==> src/rtl/serial_bit_tx.sv <==
// serial_bit_tx: frames a parallel word onto a one-bit line as
// start(0), data LSB first, stop(1), each bit held BIT_CYCLES clocks.
//
// state | meaning
// ------+--------------------------------------------------
// IDLE  | line high, ready for a new word
// START | start bit (line low)
// DATA  | data bits, LSB first, from shift_reg[0]
// STOP  | stop bit (line high); done pulses on the way out
//
// The two-bit state encoding is fully used; the default branch still
// forces IDLE so a corrupted state register cannot strand the line.
module serial_bit_tx #(
  parameter int WIDTH      = 8,
  parameter int BIT_CYCLES = 4
) (
  input  logic             clk,
  input  logic             rst,
  input  logic [WIDTH-1:0] data_in,
  input  logic             load,
  output logic             ready,
  output logic             d_out,
  output logic             busy,
  output logic             done
);

  localparam int CW = (BIT_CYCLES > 1) ? $clog2(BIT_CYCLES) : 1;
  localparam int BW = (WIDTH > 1) ? $clog2(WIDTH) : 1;
  localparam logic [CW-1:0] CNT_LAST = CW'(BIT_CYCLES - 1);
  localparam logic [BW-1:0] BIT_LAST = BW'(WIDTH - 1);

  typedef enum logic [1:0] {
    IDLE  = 2'd0,
    START = 2'd1,
    DATA  = 2'd2,
    STOP  = 2'd3
  } state_t;

  state_t           state, state_nxt;
  logic [WIDTH-1:0] shift_reg, shift_nxt, shifted;
  logic [CW-1:0]    cnt, cnt_nxt;
  logic [BW-1:0]    bit_idx, bit_nxt;
  logic             d_out_nxt, ready_nxt, busy_nxt, done_nxt;
  logic             last_cycle;

  // State and datapath registers; every output is driven from a flop.
  always_ff @(posedge clk) begin
    if (rst) begin
      state     <= IDLE;
      shift_reg <= '0;
      cnt       <= '0;
      bit_idx   <= '0;
      d_out     <= 1'b1;
      ready     <= 1'b1;
      busy      <= 1'b0;
      done      <= 1'b0;
    end else begin
      state     <= state_nxt;
      shift_reg <= shift_nxt;
      cnt       <= cnt_nxt;
      bit_idx   <= bit_nxt;
      d_out     <= d_out_nxt;
      ready     <= ready_nxt;
      busy      <= busy_nxt;
      done      <= done_nxt;
    end
  end

  // Next-state and next-output logic; outputs are computed one cycle
  // ahead so that the registered value matches the state being entered.
  always_comb begin
    state_nxt  = state;
    shift_nxt  = shift_reg;
    cnt_nxt    = cnt;
    bit_nxt    = bit_idx;
    d_out_nxt  = d_out;
    ready_nxt  = ready;
    busy_nxt   = busy;
    done_nxt   = 1'b0;
    last_cycle = (cnt == CNT_LAST);
    shifted    = shift_reg >> 1;

    case (state)
      IDLE: begin
        d_out_nxt = 1'b1;
        ready_nxt = 1'b1;
        busy_nxt  = 1'b0;
        if (load && ready) begin
          state_nxt = START;
          shift_nxt = data_in;
          cnt_nxt   = '0;
          bit_nxt   = '0;
          d_out_nxt = 1'b0;
          ready_nxt = 1'b0;
          busy_nxt  = 1'b1;
        end
      end

      START: begin
        if (last_cycle) begin
          state_nxt = DATA;
          cnt_nxt   = '0;
          d_out_nxt = shift_reg[0];
        end else begin
          cnt_nxt = cnt + 1'b1;
        end
      end

      DATA: begin
        if (last_cycle) begin
          cnt_nxt   = '0;
          shift_nxt = shifted;
          if (bit_idx == BIT_LAST) begin
            state_nxt = STOP;
            bit_nxt   = '0;
            d_out_nxt = 1'b1;
          end else begin
            bit_nxt   = bit_idx + 1'b1;
            d_out_nxt = shifted[0];
          end
        end else begin
          cnt_nxt = cnt + 1'b1;
        end
      end

      STOP: begin
        if (last_cycle) begin
          state_nxt = IDLE;
          cnt_nxt   = '0;
          d_out_nxt = 1'b1;
          ready_nxt = 1'b1;
          busy_nxt  = 1'b0;
          done_nxt  = 1'b1;
        end else begin
          cnt_nxt = cnt + 1'b1;
        end
      end

      default: begin
        state_nxt = IDLE;
        shift_nxt = '0;
        cnt_nxt   = '0;
        bit_nxt   = '0;
        d_out_nxt = 1'b1;
        ready_nxt = 1'b1;
        busy_nxt  = 1'b0;
      end
    endcase
  end

endmodule
==> config.mk <==
export PLATFORM = sky130hd
export DESIGN_NAME = serial_bit_tx
export DESIGN_NICKNAME = d
export VERILOG_FILES = /design/src/rtl/serial_bit_tx.sv
export SDC_FILE = /design/constraint.sdc
export NUM_CORES = 1
export LEC_CHECK = 0
export ABC_AREA = 1
export BUFFER_PORTS_ARGS = -buffer_cell sky130_fd_sc_hd__buf_2
export CAP_MARGIN = 20
export CORE_UTILIZATION = 45
export DETAILED_ROUTE_END_ITERATION = 6
export GPL_ROUTABILITY_DRIVEN = 0
export PLACE_DENSITY = 0.65
export SLEW_MARGIN = 10
export SYNTH_ARGS = -nofsm -noshare
export SYNTH_HDL_FRONTEND = slang
export SYNTH_SLANG_ARGS = --single-unit
==> constraint.sdc <==
create_clock -name clk -period 2.04 [get_ports clk]
set_input_delay 0.204 -clock clk [delete_from_list [all_inputs] [get_ports clk]]
set_output_delay 0.204 -clock clk [all_outputs]
set_load 0.005 [all_outputs]
==> results.cfg <==
[detailed_routing]
via_per_inst = 5.176
drc_errors = 0
dr.pass1.iters = 5
num_vias = 999
wl_per_cell_microns = 12.02
drt_iter0_markers = 15
drtAntennaViolNets = 0
totalWireLength_mm = 2.320

[clock_tree]
cts-root-buf = clkbuf_4
worstSkewPairLatency_ns = 0.30
cts_buffer_depth = 2
clk_pin_slew_worst_paths_ns = 0.11
cts_tree = built
post-cts-setup-buffers = 0
ctsResizeCount = 0
cts_hold_buf = 0
cts.sinks = 19
cts_buffers = 3
htreeDepth = 1

[sta]
finalSetupViolCount = 0
fmax_mhz = 579.8
relSlewSlack_pct = 62.59
post-route-period-util_pct = 84.55
worst_pin_slew_ns = 0.5612
setup_slack_ns = 0.3152
finalCriticalPeriod_ns = 1.725
timing.setup.tns_ns = 0
hold_viol_final = 0
final.setup_skew_ns = 0.004228
drv_slew = 0
rsz0062_at_grt = false

[placement]
hpwl_mm = 1.724
pre_cts_ws_ns = 0.3410
port_buffers = 14
dp_cells = 189

[logic_synthesis]
synth.most_common_cell = nand2_1
synth_top_area_share_pct = 35.19
syn_nets = 170
yosysTopAreaCell = dfxtp_1
synth_cell_types = 19
ys_ff_latch = 19
synth_edf_count = 0
yosysWarningCount = 0
synth_common_cells = nand2_1, dfxtp_1, a21oi_1, nor2_1, inv_1
avgSynthCellArea_sq_um = 7.159
netlist_area_sq_mm = 0.001081
netlist_top_cells_area = dfxtp_1, nand2_1, ha_1
synth_cells = 151
synth_ff_type = dfxtp_1
async_flop_share_pct = 0
synth-seq-area-share_pct = 35.19

[final_layout]
diodes = 0
area_growth_pct = 9.028
fin_nets = 185
final_util_pct = 52.77
drive_above_1_share_pct = 15.15
finalNonFillerCells = 193
largest_reg_flops = 8

[worst_setup_path]
r2r_end = bit_idx[0]
crit_type = register to register
cp-end-kind = register
worstSetupStartpointType = register
ff2ff_setup_slack_ns = 0.32
worst_ep_arrival_time_ns = 1.93
r2r-start = state[0]
critPathLaunch = state[0]
r2r_cells = 7
critPathRequiredTime_ns = 2.25
worstPathMaxFanout = 12

[pwr]
vdd_drop_max_mv = 0.9266
power.leakage_nw = 0.5703
power_mw = 1.580
powerDensity_mw_per_mm2 = 1341

[floorplan]
fp.dieArea_sq_mm = 0.002603
core_sq_mm = 0.002233
rows = 17
start_util_pct = 48.40
fp.dieW_microns = 51.02
chipHeight_microns = 51.02
pin_count = 15

[global_route]
grt_pass1_vias = 945
grtUsageTotal_pct = 20.99
antenna_found_initial = 0
grt_max_degree = 16
grt_pass1_wl_mm = 4.064
overflow = 0

[worst_hold_path]
hold-path-endpoint = cnt[0]
min_path_cells = 4
min_from = load
hold_path_class = input port to register

[run]
maxCapViolCount = 0

[status]
status = complete, no violations
how the worst max path moves through the flow:
stage                   end  cells after the start  slack [ns]
3_3_place_gp     bit_idx[0]                      7        0.43
2_1_floorplan    bit_idx[0]                      8        0.71
3_5_place_dp     bit_idx[0]                      7        0.34
6_report         bit_idx[0]                      7        0.32
4_1_cts          bit_idx[0]                      7        0.31
5_1_grt        shift_reg[2]                      7        0.18
cells in the final DEF, fill, tap and decap left out, drive strengths merged:
| master | n |
|---|---|
| nand2 | 53 |
| dfxtp | 19 |
| buf | 15 |
| nor2 | 14 |
| a21oi | 14 |
| inv | 14 |
| nand4 | 10 |
| ha | 8 |
| nand3 | 8 |
| o21ai | 4 |
| clkbuf | 4 |
| clkinv | 1 |
| o211ai | 1 |
power by group:
part	internal (mW)	switching, mW
Combinational	0.288	0.521
Sequential	0.498	0.0823
Clock	0.0762	0.114
Total	0.863	0.717
worst max-delay path: stages (launching register included):
cell      delay (ns)
dfxtp_1         0.36
inv_1           0.12
ha_1            0.53
clkinv_8        0.15
nand2_8         0.12
nand3_4         0.15
nor2_1          0.14
nor2_1          0.05
metrics by stage:
step                area, sq um  hold WS, ns
global route               1179       0.2552
detailed placement         1152       0.4612
finish                     1179       0.2447
global placement           1152       0.4571
CTS                        1179       0.2277
floorplan                  1081       0.2731
kinds of logic (layout without fill, tap and decap cells):
family / count (synthesis) / in the layout / share of synthesized area, %
AO/OA/AOI/OAI: 19 / 19 / 9.028
adder cells (fa/ha/maj): 8 / 8 / 9.260
flip-flops: 19 / 19 / 35.18
AND/OR/NAND/NOR: 85 / 85 / 36.34
buffers and inverters: 20 / 34 / 10.18
layer usage:
layer | share of wire [%] | GRT usage [%] | up-vias
li1 | - | - | 520
met1 | 49 | 26.32 | 450
met2 | 44 | 34.21 | 25
met3 | 5.8 | 4.167 | 4
met4 | 1.4 | 9.722 | 0
met5 | 0 | 0 | -
cell type report:
class / instances / area, sq um
timing repair buffer: 15 / 77.57
multi-input combinational: 112 / 590.6
inverter: 15 / 68.82
tap: 28 / 35.03
clock buffer: 4 / 26.28
sequential: 19 / 380.4
fill: 230 / 1055
Note: power is estimated with default switching activity, not from simulation.
